## src/rtl/johnson_pkg.sv

```systemverilog
// Shared encodings and the Johnson-code legality test for the ring sequencer.
package johnson_pkg;

   localparam logic [1:0] IDLE = 2'd0;
   localparam logic [1:0] RUN  = 2'd1;
   localparam logic [1:0] DONE = 2'd2;

   localparam logic DIR_RIGHT = 1'b0;
   localparam logic DIR_LEFT  = 1'b1;

   localparam int LEGAL_MAX_W = 64;

   // A Johnson code has at most one 0->1 and one 1->0 boundary around the ring,
   // so comparing each bit with its rotated neighbour yields 0 or 2 differences.
   function automatic logic johnson_legal(input logic [LEGAL_MAX_W-1:0] v, input int w);
      logic [LEGAL_MAX_W-1:0] mask;
      logic [LEGAL_MAX_W-1:0] rot;
      int t;
      mask = {LEGAL_MAX_W{1'b1}} >> (LEGAL_MAX_W - w);
      rot  = (v >> 1) | ({{(LEGAL_MAX_W-1){1'b0}}, v[0]} << (w - 1));
      t    = $countones((v ^ rot) & mask);
      return (t == 0) || (t == 2);
   endfunction

endpackage

```

## src/rtl/johnson_core.sv

```systemverilog
// Johnson ring register: clear beats load, load beats step; one step per enabled edge.
module johnson_core
   import johnson_pkg::*;
#(
   parameter int WIDTH = 4
) (
   input  logic             clk,
   input  logic             clear,
   input  logic             step,
   input  logic             dir,
   input  logic             load,
   input  logic [WIDTH-1:0] load_val,
   output logic [WIDTH-1:0] dout
);

   always_ff @(posedge clk) begin
      if (clear) begin
         dout <= '0;
      end else if (load) begin
         dout <= load_val;
      end else if (step) begin
         if (dir == DIR_LEFT) begin
            dout <= {dout[WIDTH-2:0], ~dout[WIDTH-1]};
         end else begin
            dout <= {~dout[0], dout[WIDTH-1:1]};
         end
      end
   end

endmodule

```

## src/rtl/johnson_seq_ctrl.sv

```systemverilog
// Runs a Johnson ring for a latched number of steps, then pulses done; stop aborts.
// Start-to-done latency is len+1 cycles; illegal seeds/ring codes force zero and set sticky err.
module johnson_seq_ctrl
   import johnson_pkg::*;
#(
   parameter int WIDTH = 4,
   parameter int CNT_W = 8
) (
   input  logic             clk,
   input  logic             reset,
   input  logic             start,
   input  logic             stop,
   input  logic             dir,
   input  logic [CNT_W-1:0] len,
   input  logic             seed_we,
   input  logic [WIDTH-1:0] seed,
   output logic [WIDTH-1:0] dout,
   output logic             busy,
   output logic             done,
   output logic             aborted,
   output logic             err
);

   logic [1:0]       state;
   logic [1:0]       state_nxt;
   logic [CNT_W-1:0] remaining;
   logic             dir_q;
   logic             aborted_q;
   logic             err_q;
   logic [WIDTH-1:0] ring;
   logic             ring_step;
   logic             ring_load;
   logic [WIDTH-1:0] ring_load_val;
   logic             err_set;
   logic             seed_ok;
   logic             ring_ok;
   logic             start_ok;

   assign seed_ok  = johnson_legal(LEGAL_MAX_W'(seed), WIDTH);
   assign ring_ok  = johnson_legal(LEGAL_MAX_W'(ring), WIDTH);
   // A seed write in the same cycle takes the slot, and stop in IDLE vetoes start.
   assign start_ok = start && !stop && !seed_we;

   always_ff @(posedge clk) begin
      if (reset) begin
         state <= IDLE;
      end else begin
         state <= state_nxt;
      end
   end

   always_comb begin
      state_nxt = state;
      case (state)
         IDLE: begin
            if (start_ok) begin
               state_nxt = (len == '0) ? DONE : RUN;
            end
         end
         RUN: begin
            if (stop) begin
               state_nxt = IDLE;
            end else if (remaining == CNT_W'(1)) begin
               state_nxt = DONE;
            end
         end
         DONE:    state_nxt = IDLE;
         default: state_nxt = IDLE;
      endcase
   end

   always_comb begin
      busy    = (state == RUN);
      done    = (state == DONE);
      aborted = aborted_q;
      err     = err_q;
      dout    = ring;
   end

   always_comb begin
      ring_step     = 1'b0;
      ring_load     = 1'b0;
      ring_load_val = '0;
      err_set       = 1'b0;
      if (state == IDLE && seed_we) begin
         ring_load = 1'b1;
         if (seed_ok) begin
            ring_load_val = seed;
         end else begin
            err_set = 1'b1;
         end
      end else if (state == RUN) begin
         err_set = !ring_ok;
         if (!stop) begin
            ring_step = ring_ok;
            ring_load = !ring_ok;
         end
      end
   end

   always_ff @(posedge clk) begin
      if (reset) begin
         remaining <= '0;
         dir_q     <= DIR_RIGHT;
         aborted_q <= 1'b0;
         err_q     <= 1'b0;
      end else begin
         aborted_q <= (state == RUN) && stop;
         if (err_set) begin
            err_q <= 1'b1;
         end
         if (state == IDLE && start_ok) begin
            remaining <= len;
            dir_q     <= dir;
         end else if (state == RUN && !stop) begin
            remaining <= remaining - CNT_W'(1);
         end
      end
   end

   johnson_core #(
      .WIDTH(WIDTH)
   ) u_core (
      .clk      (clk),
      .clear    (reset),
      .step     (ring_step),
      .dir      (dir_q),
      .load     (ring_load),
      .load_val (ring_load_val),
      .dout     (ring)
   );

endmodule
```

## config.mk

```make
export PLATFORM = sky130hd
export DESIGN_NAME = johnson_seq_ctrl
export DESIGN_NICKNAME = d
export VERILOG_FILES = /design/src/rtl/johnson_pkg.sv /design/src/rtl/johnson_core.sv /design/src/rtl/johnson_seq_ctrl.sv
export SDC_FILE = /design/constraint.sdc
export NUM_CORES = 1
export LEC_CHECK = 0
export CAP_MARGIN = 20
export CORE_MARGIN = 2
export CORE_UTILIZATION = 35
export DETAILED_ROUTE_END_ITERATION = 6
export MAX_ROUTING_LAYER = met4
export PLACE_DENSITY = 0.69
export SLEW_MARGIN = 20
export SYNTH_ARGS = -nofsm -noshare
export SYNTH_HDL_FRONTEND = slang
export SYNTH_SLANG_ARGS = --single-unit
export TNS_END_PERCENT = 10
```

## constraint.sdc

```tcl
create_clock -name clk -period 2.55 [get_ports clk]
set_input_delay 0.51 -clock clk [delete_from_list [all_inputs] [get_ports clk]]
set_output_delay 0.51 -clock clk [all_outputs]
set_load 0.05 [all_outputs]
```

==> impl_metrics.xml <==
<?xml version="1.0" encoding="UTF-8"?>
<metrics>
  <group name="status">
    <metric name="result_of_the_run" unit="">completed</metric>
  </group>
  <group name="clocking">
    <metric name="cts_post_setup_buffers_inserted" unit="">0</metric>
    <metric name="clock_tree.htree_level_count" unit="">1</metric>
    <metric name="worst_skew_pair.late_latency" unit="ns">0.30</metric>
    <metric name="number_of_clock_buffers_inserted_by_tritoncts" unit="">3</metric>
    <metric name="buffer_type_at_the_clock_tree_root" unit="">clkbuf_4</metric>
    <metric name="clock_sinks" unit="">17</metric>
    <metric name="tritoncts_clock_tree" unit="">yes</metric>
    <metric name="cts_buffer_depth" unit="">2</metric>
    <metric name="cts.reportedPaths.clkPinSlew" unit="ns">0.11</metric>
    <metric name="cts_hold_repair.buffers" unit="">0</metric>
  </group>
  <group name="layout">
    <metric name="ff_latch_area" unit="µm²">341.6</metric>
    <metric name="total_area_of_multi_input_combinational_cells" unit="µm²">778.2</metric>
    <metric name="drive_gt1_frac" unit="">0.1154</metric>
    <metric name="fill_cell_total_of_the_finished_layout" unit="">310</metric>
    <metric name="design_area" unit="µm²">1490</metric>
    <metric name="design.final.nets" unit="">184</metric>
    <metric name="mostFrequentLayoutCell" unit="">clkdlybuf4s50_1</metric>
    <metric name="areaGrowthSynthToFinish" unit="%">30.45</metric>
    <metric name="insertedDiodeCount" unit="">0</metric>
    <metric name="layout_common_cells" unit="">22 x clkdlybuf4s50_1, 16 x dfxtp_1, 14 x nand2_1, 9 x nor2_1</metric>
  </group>
  <group name="pwr">
    <metric name="vdd_ir_drop_max" unit="mV">0.2812</metric>
    <metric name="power_per_standard_cell_area" unit="nW/µm²">481.7</metric>
    <metric name="p_leak" unit="nW">0.5647</metric>
    <metric name="clock_power_share" unit="">0.211</metric>
    <metric name="pwr-share-comb" unit="">0.362</metric>
    <metric name="totalPowerFinal" unit="mW">0.7178</metric>
    <metric name="pwr-share-seq" unit="">0.427</metric>
    <metric name="power.share.switching" unit="">0.3589</metric>
    <metric name="net_sw_power" unit="mW">0.2576</metric>
    <metric name="power_report.internal_total" unit="mW">0.4601</metric>
  </group>
  <group name="detailed_routing">
    <metric name="remaining_drc_errors" unit="">0</metric>
    <metric name="detail_route.first_pass.iterations" unit="">4</metric>
    <metric name="detail_route.wl_per_cell" unit="µm">13.19</metric>
    <metric name="topRoutingLayerUsed" unit="">met4</metric>
    <metric name="detail_route.iter0.violations" unit="">68</metric>
    <metric name="dr_wl_met2" unit="µm">1426</metric>
    <metric name="dr_total_vias" unit="">1071</metric>
    <metric name="routed_length_on_met3" unit="µm">141</metric>
    <metric name="antenna_viol_nets_final" unit="">0</metric>
    <metric name="route.layer.met1.wl" unit="µm">1045</metric>
    <metric name="routed_wirelength" unit="µm">2638</metric>
    <metric name="drt-vias-per-instance" unit="">5.355</metric>
  </group>
  <group name="critical_path">
    <metric name="timing_worst_setup_path_type" unit="">in -&gt; reg</metric>
    <metric name="cp_data_required_time" unit="ns">2.77</metric>
    <metric name="critPathLaunchType" unit="">input pin</metric>
    <metric name="arrival" unit="ns">2.66</metric>
    <metric name="path_max_fanout" unit="">4</metric>
    <metric name="setup_crit_end_kind" unit="">register</metric>
  </group>
  <group name="yosys">
    <metric name="post_synth_inst_count" unit="">130</metric>
    <metric name="synth.ff_latch_count" unit="">17</metric>
    <metric name="synth_top_family_by_area" unit="">simple AND/OR/NAND/NOR gates</metric>
    <metric name="post_synth_num_cell_types" unit="">41</metric>
    <metric name="synth.mux.area_fraction" unit="">0.01972</metric>
    <metric name="yosysWarnings" unit="">0</metric>
    <metric name="postSynthNetCount" unit="">157</metric>
    <metric name="post_synth_and_or_nand_nor_area_fraction" unit="">0.2563</metric>
    <metric name="synth-compound-area-share" unit="">0.2081</metric>
    <metric name="synth_async_sr_flop_share" unit="">0</metric>
    <metric name="synthFlopType" unit="">dfxtp_1</metric>
    <metric name="synth_largest_type_area_fraction" unit="">0.2979</metric>
    <metric name="synth_enable_flop_cells" unit="">0</metric>
    <metric name="post-synth-top-area-cell" unit="">dfxtp_1</metric>
    <metric name="syn_area" unit="µm²">1142</metric>
    <metric name="post_synth_xor_area_fraction" unit="">0.06134</metric>
    <metric name="synth.yosys.seq_area_share" unit="">0.2979</metric>
    <metric name="netlist_top_cells_area" unit="">dfxtp_1 30%, ha_1 7.7%, nand2_1 4.6%</metric>
    <metric name="syn_area_per_cell" unit="µm²">8.787</metric>
    <metric name="synthAdderAreaFrac" unit="">0.1117</metric>
  </group>
  <group name="placed_design">
    <metric name="placement.setup.worst_slack" unit="ns">-0.4337</metric>
    <metric name="place.gp.congestion" unit="">0.8350</metric>
    <metric name="port-buffer-count" unit="">25</metric>
    <metric name="place_hpwl" unit="µm">2054</metric>
    <metric name="postPlaceCellArea" unit="µm²">1434</metric>
  </group>
  <group name="global_route">
    <metric name="grt_start_max_net_pins" unit="">18</metric>
    <metric name="via_count_of_the_first_global_routing_pass" unit="">1028</metric>
    <metric name="grt_pass1_wl" unit="µm">4450</metric>
    <metric name="grtUsageTotal" unit="">0.1670</metric>
    <metric name="grt_antenna_before_repair" unit="">0</metric>
    <metric name="grt_remaining_overflow" unit="">0</metric>
  </group>
  <group name="timing">
    <metric name="setup_slack" unit="ns">0.1110</metric>
    <metric name="worst_slew_margin" unit="">0.5393</metric>
    <metric name="worst_clock_skew" unit="ns">0.009631</metric>
    <metric name="min_period_over_period" unit="">0.9565</metric>
    <metric name="setup-violations-final" unit="">0</metric>
    <metric name="totalNegativeSetupSlack" unit="ns">0</metric>
    <metric name="worst_slew_pin_slew" unit="ns">0.6888</metric>
    <metric name="drv_slew" unit="">0</metric>
    <metric name="fmaxAchievable" unit="MHz">410.0</metric>
    <metric name="fin_crit" unit="ns">2.439</metric>
    <metric name="rsz0062_at_grt" unit="">yes</metric>
    <metric name="number_of_hold_violations_in_the_final_report" unit="">0</metric>
  </group>
  <group name="die">
    <metric name="io_pins" unit="">26</metric>
    <metric name="row_count" unit="">20</metric>
    <metric name="die_height" unit="µm">61.13</metric>
    <metric name="dieArea" unit="µm²">3737</metric>
    <metric name="initial_core_utilization" unit="">0.3711</metric>
    <metric name="horizontal_die_dimension" unit="µm">61.13</metric>
    <metric name="core-area" unit="µm²">3078</metric>
  </group>
  <group name="job">
    <metric name="drv_cap" unit="">0</metric>
  </group>
  <group name="worst_hold_path">
    <metric name="hp-class" unit="">reg -&gt; reg</metric>
  </group>
</metrics>
-- power groups by stage --
stage / logic [mW] / clock network [mW] / registers [mW]
finish: 0.260 / 0.151 / 0.306
global placement: 0.240 / 0 / 0.310
global route: 0.290 / 0.170 / 0.309
detailed placement: 0.249 / 0 / 0.312
CTS: 0.254 / 0.159 / 0.306
floorplan: 0.132 / 0 / 0.340
-- repair_timing --
item / 4_1_cts / 5_1_grt
gates resized for setup: 4 / 5
endpoints found under the setup margin: 4 / 6
endpoints found under the hold margin: 0 / 0
pin swaps: 0 / 4
cloned: 0 / 0
-- registers in the layout (all words and copies together) (netlist names) --
signal,count
err,1
u_core.dout,4
dir_q,1
state,2
aborted,1
remaining,8
-- stage by stage --
step | std cells | utilization | hold slack, ns
global route | 200 | 0.4841 | 0.5204
detailed placement | 196 | 0.4659 | 0.4669
finish | 200 | 0.4841 | 0.4798
floorplan | 130 | - | 0.4543
global placement | 196 | 0.4659 | 0.4647
CTS | 200 | 0.4780 | 0.4876
-- cell usage after synthesis (2+ instances only) --
cell       instances
dfxtp_1           17
nand2_1           14
nor2_1            10
a21oi_1            7
ha_1               7
inv_1              6
o21ai_0            5
xor2_1             5
a311oi_1           4
a31oi_1            4
nand3_1            4
nor4_1             3
or3_1              3
xnor2_1            3
a2bb2oi_1          2
and2b_1            2
buf_2              2
clkbuf_1           2
fa_1               2
mux2_2             2
nand2b_1           2
nor2b_1            2
o211ai_1           2
o21a_1             2
o311ai_0           2
-- critical path: stages --
cell             delay, ns
clkdlybuf4s50_1       0.43
xnor2_1               0.15
fa_1                  0.51
inv_1                 0.04
ha_1                  0.19
ha_1                  0.19
nor2_2                0.10
and3_4                0.21
nand2_1               0.08
a311oi_2              0.24
-- per-layer routing --
layer,vias up,GRT usage
met2,40,0.2994
met3,4,0.04832
met4,0,0.06522
met5,-,-
li1,526,-
met1,501,0.1699
-- area by class of cell --
class	instances	share of cell area
inverters	6	0.01511
flip-flops and latches	17	0.2292
multi-input cells	102	0.5222
clock buffers	3	0.01511
well taps	44	0.03694
repair buffers	27	0.1780
clock inverters	1	0.003359
-- worst paths after layout --
path / start / end / slack (ns) / cells past startpoint
worst max register to register: u_core.dout[2]$_SDFFE_PP0P_ / u_core.dout[0]$_SDFFE_PP0P_ / 0.23 / 8
worst min register to register: err$_SDFFE_PP0P_ / err$_SDFFE_PP0P_ / 0.48 / 2
worst min-delay path: err$_SDFFE_PP0P_ / err$_SDFFE_PP0P_ / 0.48 / 2
worst max-delay path: seed[2] / u_core.dout[0]$_SDFFE_PP0P_ / 0.11 / 10
-- cells by family (layout without fill, tap and decap cells) --
family / after synthesis / count (layout)
compound gates: 34 / 34
xor+xnor: 8 / 8
fa+ha+maj: 9 / 9
buf+inv: 11 / 37
flops: 17 / 17
mux: 2 / 2
simple gates: 49 / 49
Power figures use the tool's default switching activity.
